$ cat src/rtl/packet_assembler_pkg.sv
// Shared types and CRC-8 helpers for the packet assembler.
// CRC-8: polynomial 0x07, init 0x00, MSB-first, no reflection, no final XOR.
package packet_assembler_pkg;

    typedef enum logic [1:0] {
        StIdle,
        StCollect,
        StCheckCrc,
        StPresent
    } pa_state_e;

    localparam logic [7:0] CRC8_POLY = 8'h07;
    localparam logic [7:0] CRC8_INIT = 8'h00;

    function automatic logic [7:0] crc8_update(input logic [7:0] crc, input logic [7:0] data);
        logic [7:0] c;
        c = crc ^ data;
        for (int i = 0; i < 8; i++) begin
            c = c[7] ? ((c << 1) ^ CRC8_POLY) : (c << 1);
        end
        return c;
    endfunction

endpackage

$ cat src/rtl/crc8_byte_update.sv
// Byte-serial CRC-8 accumulator; clear has priority over a same-cycle valid byte.
module crc8_byte_update (
    input  logic       clk,
    input  logic       reset,
    input  logic       clear,
    input  logic [7:0] data,
    input  logic       valid,
    output logic [7:0] crc
);
    import packet_assembler_pkg::*;

    logic [7:0] crc_q, crc_d;

    always_comb begin
        crc_d = crc_q;
        if (clear) begin
            crc_d = CRC8_INIT;
        end else if (valid) begin
            crc_d = crc8_update(crc_q, data);
        end
    end

    always_ff @(posedge clk or posedge reset) begin
        if (reset) begin
            crc_q <= CRC8_INIT;
        end else begin
            crc_q <= crc_d;
        end
    end

    assign crc = crc_q;

endmodule

$ cat src/rtl/packet_assembler.sv
// Assembles UART bytes into a message, checks a trailing CRC-8 and presents it with a handshake.
// Optional inter-byte timeout enabled by defining PACKET_ASSEMBLER_TIMEOUT_EN.
module packet_assembler #(
    parameter int unsigned DATA_LENGTH    = 8,
    parameter int unsigned MESSAGE_LENGTH = 48,
    parameter int unsigned CRC_LENGTH     = 8,
    parameter int unsigned TIMEOUT_CYCLES = 100000
) (
    input  logic                      clk,
    input  logic                      reset,
    input  logic [DATA_LENGTH-1:0]    rx_data,
    input  logic                      rx_valid,
    output logic [MESSAGE_LENGTH-1:0] msg_data,
    output logic                      msg_valid,
    input  logic                      msg_ready,
    output logic                      crc_error,
    output logic                      overrun
);
    import packet_assembler_pkg::*;

    localparam int unsigned SEGMENT_COUNT = MESSAGE_LENGTH / DATA_LENGTH;
    localparam int unsigned SEG_W         = $clog2(SEGMENT_COUNT + 1);

    pa_state_e                 state_q, state_d;
    logic [SEG_W-1:0]          seg_cnt_q, seg_cnt_d;
    logic [MESSAGE_LENGTH-1:0] msg_data_q, msg_data_d;
    logic                      crc_error_q, crc_error_d;
    logic                      overrun_q, overrun_d;
    logic                      crc_clear, crc_valid;
    logic [CRC_LENGTH-1:0]     crc_value;
    logic                      timeout;

    crc8_byte_update u_crc (
        .clk   (clk),
        .reset (reset),
        .clear (crc_clear),
        .data  (rx_data),
        .valid (crc_valid),
        .crc   (crc_value)
    );

`ifdef PACKET_ASSEMBLER_TIMEOUT_EN
    localparam int unsigned TO_W = $clog2(TIMEOUT_CYCLES + 1);

    logic [TO_W-1:0] to_cnt_q, to_cnt_d;
    logic            waiting;

    assign waiting = (state_q == StCollect) || (state_q == StCheckCrc);
    // Fires on the TIMEOUT_CYCLES-th consecutive cycle without a byte.
    assign timeout = waiting && !rx_valid && (to_cnt_q == TO_W'(TIMEOUT_CYCLES - 1));

    always_comb begin
        to_cnt_d = '0;
        if (waiting && !rx_valid && !timeout) begin
            to_cnt_d = to_cnt_q + TO_W'(1);
        end
    end

    always_ff @(posedge clk or posedge reset) begin
        if (reset) begin
            to_cnt_q <= '0;
        end else begin
            to_cnt_q <= to_cnt_d;
        end
    end
`else
    logic unused_timeout_cfg;
    assign unused_timeout_cfg = ^TIMEOUT_CYCLES;
    assign timeout            = 1'b0;
`endif

    always_comb begin
        state_d     = state_q;
        seg_cnt_d   = seg_cnt_q;
        msg_data_d  = msg_data_q;
        crc_error_d = crc_error_q;
        overrun_d   = 1'b0;
        crc_clear   = 1'b0;
        crc_valid   = 1'b0;
        unique case (state_q)
            StIdle: begin
                if (rx_valid) begin
                    msg_data_d[DATA_LENGTH-1:0] = rx_data;
                    seg_cnt_d = SEG_W'(1);
                    crc_valid = 1'b1;
                    state_d   = (SEGMENT_COUNT == 1) ? StCheckCrc : StCollect;
                end
            end
            StCollect: begin
                if (rx_valid) begin
                    for (int unsigned i = 0; i < SEGMENT_COUNT; i++) begin
                        if (seg_cnt_q == SEG_W'(i)) begin
                            msg_data_d[i*DATA_LENGTH +: DATA_LENGTH] = rx_data;
                        end
                    end
                    seg_cnt_d = seg_cnt_q + SEG_W'(1);
                    crc_valid = 1'b1;
                    if (seg_cnt_q == SEG_W'(SEGMENT_COUNT - 1)) begin
                        state_d = StCheckCrc;
                    end
                end else if (timeout) begin
                    state_d    = StIdle;
                    seg_cnt_d  = '0;
                    msg_data_d = '0;
                    crc_clear  = 1'b1;
                end
            end
            StCheckCrc: begin
                if (rx_valid) begin
                    crc_error_d = (rx_data[CRC_LENGTH-1:0] != crc_value);
                    state_d     = StPresent;
                end else if (timeout) begin
                    state_d    = StIdle;
                    seg_cnt_d  = '0;
                    msg_data_d = '0;
                    crc_clear  = 1'b1;
                end
            end
            StPresent: begin
                // Any byte here is dropped, including on the accepting cycle.
                overrun_d = rx_valid;
                if (msg_ready) begin
                    state_d     = StIdle;
                    seg_cnt_d   = '0;
                    crc_error_d = 1'b0;
                    crc_clear   = 1'b1;
                end
            end
            default: begin
                state_d = StIdle;
            end
        endcase
    end

    always_ff @(posedge clk or posedge reset) begin
        if (reset) begin
            state_q     <= StIdle;
            seg_cnt_q   <= '0;
            msg_data_q  <= '0;
            crc_error_q <= 1'b0;
            overrun_q   <= 1'b0;
        end else begin
            state_q     <= state_d;
            seg_cnt_q   <= seg_cnt_d;
            msg_data_q  <= msg_data_d;
            crc_error_q <= crc_error_d;
            overrun_q   <= overrun_d;
        end
    end

    assign msg_data  = msg_data_q;
    assign msg_valid = (state_q == StPresent);
    assign crc_error = crc_error_q;
    assign overrun   = overrun_q;

endmodule

$ cat config.mk
export PLATFORM = sky130hd
export DESIGN_NAME = packet_assembler
export DESIGN_NICKNAME = d
export VERILOG_FILES = /design/src/rtl/packet_assembler_pkg.sv /design/src/rtl/crc8_byte_update.sv /design/src/rtl/packet_assembler.sv
export SDC_FILE = /design/constraint.sdc
export NUM_CORES = 1
export LEC_CHECK = 0
export CAP_MARGIN = 20
export CORE_MARGIN = 5
export CORE_UTILIZATION = 50
export DETAILED_ROUTE_END_ITERATION = 16
export PLACE_DENSITY = 0.88
export SLEW_MARGIN = 20
export SYNTH_ARGS = -nofsm -noshare
export SYNTH_HDL_FRONTEND = slang
export SYNTH_HIERARCHICAL = 1
export SYNTH_SLANG_ARGS = --single-unit
$ cat constraint.sdc
create_clock -name clk -period 2.63 [get_ports clk]
set_input_delay 0.3945 -clock clk [delete_from_list [all_inputs] [get_ports clk]]
set_output_delay 0.3945 -clock clk [all_outputs]
set_load 0.005 [all_outputs]
==> results of run 1 <==
## flip-flops by register name, indices dropped and copies added (netlist names)
register	count
overrun	1
state_q	2
seg_cnt_q	3
msg_data	48
crc_error	1
u_crc/crc	8
## metrics by stage
step                std cells  power (mW)
floorplan                 225        3.08
global placement          367        4.03
detailed placement        367        4.16
CTS                       382        5.01
global route              382        5.28
finish                    382        4.97
## cells in the mapped netlist (all sizes together), types with 3 or more instances
| master | count | area [um^2] |
|---|---|---|
| nor2b | 4 | 25.0 |
| inv | 8 | 30.0 |
| nor2 | 16 | 60.1 |
| mux2 | 52 | 586 |
| nand3 | 3 | 15.0 |
| o21ai | 4 | 20.0 |
| ha | 11 | 138 |
| xnor2 | 24 | 233 |
| a211oi | 5 | 42.5 |
| dfrtp | 63 | 1580 |
| nand4 | 4 | 25.0 |
| xnor3 | 4 | 90.1 |
| nand2 | 6 | 22.5 |
| buf | 4 | 21.3 |
## cell families after synthesis
kind of cell             share of synthesized area
buffers and inverters                       0.0194
multiplexers                                 0.196
adder cells (fa/ha/maj)                     0.0453
AO/OA/AOI/OAI                               0.0420
XOR/XNOR                                     0.114
flip-flops                                   0.519
AND/OR/NAND/NOR                             0.0635
## layout make-up
cell class / count / area (um^2)
fillers: 399 / 1920
flip-flops and latches: 63 / 1580
multi-input cells: 148 / 1400
repair buffers: 72 / 696
clock buffers: 12 / 155
well taps: 75 / 93.8
clock inverters: 3 / 42.5
inverters: 9 / 33.8
## metal layers
| metal | global-route usage | up-vias | routed length [um] |
|---|---|---|---|
| met3 | 0.0423 | 4 | 326 |
| met1 | 0.243 | 1007 | 2980 |
| li1 | - | 928 | - |
| met4 | 0.0669 | 0 | 63 |
| met2 | 0.315 | 50 | 3400 |
| met5 | 0 | - | 0 |
## worst max path at each step
| stage | start | end | slack [ps] | depth (start not counted) |
|---|---|---|---|---|
| 3_5_place_dp | rx_valid | msg_data[5] | 380 | 4 |
| 2_1_floorplan | state_q[1] | u_crc/crc[1] | 720 | 9 |
| 4_1_cts | state_q[1] | msg_data[2] | 610 | 5 |
| 6_report | state_q[1] | msg_data[39] | 570 | 4 |
| 3_3_place_gp | rx_valid | msg_data[5] | 430 | 4 |
| 5_1_grt | state_q[1] | msg_data[5] | 420 | 5 |
## power groups by stage
stage	clock network (mW)	registers, mW	logic (mW)
after floorplan	0	1.72	1.35
after global placement	0	1.73	2.30
after detailed placement	0	1.76	2.41
after CTS	0.846	1.74	2.42
after global routing	0.900	1.80	2.58
final	0.838	1.74	2.39
## worst max-delay path, delay by kind of cell (launching register included)
family                     cells  cell delay (ps)
adders and majority gates      1              400
buffers and inverters          1              140
DFF                            1              410
muxes                          1              460
and+or+nand+nor                1              540
==> results.py, run 1 <==
metrics = {
    "logic_synthesis": {
        "synthFlopType": "dfrtp_1",
        "avgSynthCellArea_um2": 13.5,
        "syn-num-nets": 248,
        "synth-seq-cells": 63,
        "synthDistinctLibCells": 34,
        "synth-edff-count": 0,
        "async_reset_ff_frac": 1.00,
        "ys_seq_area_frac": 0.519,
        "yosysWarnings": 6,
        "netlist_area_um2": 3040,
        "syn_inst": 225,
    },
    "sta": {
        "tightest_slew_ps": 658,
        "whs_ps": 371,
        "relSlewSlack": 0.558,
        "report.final.slew_viol_count": 0,
        "final-hold-violation-count": 0,
        "rsz0062_at_grt": "no",
        "fmax_mhz": 485,
        "skew_ps": 4.33,
        "period_share": 0.783,
        "setup_tns_ps": 0,
        "fin_crit_ps": 2060,
        "fin_ws_ps": 570,
        "finalSetupViolations": 0,
    },
    "detailed_routing": {
        "wirelength_um": 6760,
        "vias_per_cell": 5.21,
        "avgRoutedWirePerCell_um": 17.7,
        "drt_first_pass_iters": 4,
        "drt-initial-drc-count": 97,
        "drc_errors": 0,
        "vias": 1989,
        "final_antenna_net_count": 0,
    },
    "placement": {
        "place_area_um2": 3800,
        "dp_slack_ps": 375,
        "io_buffers": 62,
        "dp_hpwl_um": 5030,
        "gp_congestion": 0.782,
    },
    "setup_path": {
        "worstRegToRegCells": 4,
        "cp_cell_sequence": "inv_1 -> ha_1 -> nand4_1 -> mux2_2",
        "critPathMaxFanout": 10,
        "cpMaxStageDelayCell": "nand4_1",
        "r2r-end": "msg_data[39]",
        "crit_path_start_kind": "flip-flop",
        "rr_startpoint": "state_q[1]",
        "required_ps": 2840,
        "end_kind": "flip-flop",
        "critPathMaxStageDelay_ps": 540,
        "r2r_slack_ps": 570,
        "cp.arrival_ps": 2270,
        "worstSetupPathType": "reg2reg",
    },
    "global_route": {
        "grt_pass1_wl_um": 10800,
        "grt_overflow_total": 0,
        "grt_pass1_vias": 2082,
        "grt_max_degree": 26,
        "grt_usage": 0.189,
        "antenna_found_initial": 0,
    },
    "cts": {
        "h-tree-depth": 3,
        "cts_tree": "yes",
        "ctsHoldBuffers": 0,
        "insertion_delay_ps": 330,
        "cts.sinks": 63,
        "cts.clk_slew.worst_paths_ps": 70,
        "root_buffer": "clkbuf_8",
        "cts_setup_buffers": 0,
        "clock_path_buffers": 2,
        "cts_buffers": 9,
        "ctsResizeCount": 0,
    },
    "pwr": {
        "ir_drop_uv": 562,
        "p_leak_nw": 1.80,
        "netSwitchingFraction": 0.315,
        "intPower_mw": 3.41,
        "power_frac_comb": 0.481,
        "power_density_nw_per_um2": 1240,
        "power.switching_mw": 1.56,
        "clkPwrFrac": 0.168,
        "p_seq_frac": 0.350,
    },
    "finish": {
        "final_common_cell": "dfrtp_1",
        "drive_above_1_share": 0.261,
        "diodes": 0,
        "fin_area_um2": 4000,
        "nNetsFinal": 326,
        "utilization": 0.675,
        "layout_common_cells": "dfrtp_1 (63), clkdlybuf4s50_1 (62), mux2_2 (49)",
        "syn_to_final_growth_pct": 31.7,
    },
    "floorplan": {
        "die_h_um": 87.9,
        "placementRows": 28,
        "pin_count": 63,
        "start_util": 0.513,
        "die_area_um2": 7730,
        "die_w_um": 87.9,
        "design.core.area_um2": 5920,
    },
    "min_path": {
        "hold_path.class": "in2async",
    },
    "job": {
        "maxCapViolCount": 0,
    },
    "run_status": {
        "status": "complete, no violations",
    },
}
Note: power is estimated with default switching activity, not from simulation.
==> run 2, diff against run 1 <==
--- a/config.mk
+++ b/config.mk
@@ -7,9 +7,9 @@
 export LEC_CHECK = 0
 export CAP_MARGIN = 20
 export CORE_MARGIN = 5
-export CORE_UTILIZATION = 50
+export CORE_UTILIZATION = 46
 export DETAILED_ROUTE_END_ITERATION = 16
-export PLACE_DENSITY = 0.88
+export PLACE_DENSITY = 0.86
 export SLEW_MARGIN = 20
 export SYNTH_ARGS = -nofsm -noshare
 export SYNTH_HDL_FRONTEND = slang
==> constraint.sdc (replaced) <==
create_clock -name clk -period 1.8 [get_ports clk]
set_input_delay 0.27 -clock clk [delete_from_list [all_inputs] [get_ports clk]]
set_output_delay 0.27 -clock clk [all_outputs]
set_load 0.005 [all_outputs]
==> results.py, run 2 (synthesis gave the netlist of run 1 again) <==
metrics = {
    "pwr": {
        "ir_drop_uv": 918,
        "fin_total_pwr_mw": 8.01,
        "p_leak_nw": 2.00,
        "power_density_nw_per_um2": 1830,
    },
    "sta": {
        "fin_ws_ps": 45.6,
        "whs_ps": 249,
        "relSlewSlack": 0.725,
        "period_share": 0.975,
        "setup_tns_ps": 0,
        "skew_ps": 7.62,
        "report.final.slew_viol_count": 0,
        "final-hold-violation-count": 0,
        "tightest_slew_ps": 412,
        "finalSetupViolations": 0,
        "fin_crit_ps": 1750,
        "fmax_mhz": 570,
    },
    "detailed_routing": {
        "vias": 2123,
        "vias_per_cell": 5.10,
        "drt-initial-drc-count": 128,
        "wirelength_um": 7130,
        "avgRoutedWirePerCell_um": 17.1,
        "drt_first_pass_iters": 4,
        "final_antenna_net_count": 0,
        "drc_errors": 0,
    },
    "setup_path": {
        "critPathMaxFanout": 8,
        "rr_startpoint": "state_q[0]",
        "critPathMaxStageDelay_ps": 400,
        "cp_cell_sequence": "inv_1 -> ha_2 -> o21ba_4 -> o31ai_4 -> buf_12 -> mux2_2",
        "required_ps": 2020,
        "cp.arrival_ps": 1980,
        "crit_path_start": "state_q[0]",
        "cp_top_family": "compound AO/OA/AOI/OAI gates",
        "worstSetupPathType": "reg2reg",
        "cp_num_buf_inv": 2,
        "end_kind": "flip-flop",
        "cpMaxStageDelayCell": "dfrtp_1",
        "crit_path_start_kind": "flip-flop",
    },
    "global_route": {
        "grt_usage": 0.181,
        "grt_overflow_total": 0,
        "antenna_found_initial": 0,
        "grt_pass1_vias": 2276,
        "grt_pass1_wl_um": 11700,
        "grt_max_degree": 29,
    },
    "floorplan": {
        "die_h_um": 91.2,
        "die_area_um2": 8320,
        "pin_count": 63,
        "placementRows": 29,
        "die_w_um": 91.2,
        "start_util": 0.475,
        "design.core.area_um2": 6390,
    },
    "finish": {
        "fin_area_um2": 4370,
        "fin_cells": 416,
        "diodes": 0,
        "final_common_cell": "dfrtp_1",
        "drive_above_1_share": 0.354,
        "layout_common_cells": "dfrtp_1 (63), clkdlybuf4s50_1 (61), mux2_2 (49)",
        "syn_to_final_growth_pct": 43.9,
        "nNetsFinal": 357,
        "largest_register_ff_count": 48,
        "utilization": 0.684,
    },
    "placement": {
        "dp.cells": 398,
        "dp_hpwl_um": 5330,
        "gp_congestion": 0.808,
        "dp_slack_ps": -219,
        "io_buffers": 62,
        "place_area_um2": 4080,
    },
    "cts": {
        "h-tree-depth": 3,
        "cts.sinks": 63,
        "cts_tree": "yes",
        "clock_path_buffers": 2,
        "cts_buffers": 9,
        "cts.clk_slew.worst_paths_ps": 70,
        "root_buffer": "clkbuf_8",
        "insertion_delay_ps": 340,
    },
    "job": {
        "maxCapViolCount": 0,
    },
    "min_path": {
        "hold_path.class": "in2async",
    },
    "run_status": {
        "status": "complete, no violations",
    },
}
==> run 2: what timing repair did <==
action,4_1_cts,5_1_grt
buffers inserted,1,1
hold buffers,0,0
setup endpoints to repair,12,13
pin swaps,1,1
gates resized for setup,3,7
endpoints found under the hold margin,0,0
==> run 2: cell type report <==
type | count | area [um^2]
fillers | 416 | 2020
flip-flops and latches | 63 | 1580
multi-input cells | 148 | 1420
repair buffers | 103 | 993
clock buffers | 9 | 124
clock inverters | 7 | 121
well taps | 77 | 96.3
inverters | 9 | 35.0
==> run 2: final timing paths <==
path / end / slack [ps] / cells after the start
max: msg_data[7] / 50 / 6
min: u_crc/crc[6] / 250 / 2
max reg2reg: msg_data[7] / 50 / 6
min reg2reg: msg_data[26] / 500 / 1
max in group asynchronous: msg_data[26] / 1150 / 3
min in group clk: msg_data[26] / 500 / 1
==> run 2: power breakdown <==
| part | internal [mW] | switching [mW] |
|---|---|---|
| Clock | 0.923 | 0.565 |
| Combinational | 2.56 | 1.43 |
| Sequential | 2.08 | 0.455 |
| Total | 5.56 | 2.45 |
==> run 2: per-layer routing <==
metal	wire length [um]	up-vias	GRT usage
met1	2970	1055	0.223
met4	98	0	0.0819
met3	374	9	0.0413
met5	0	-	0
met2	3690	58	0.302
li1	-	1001	-
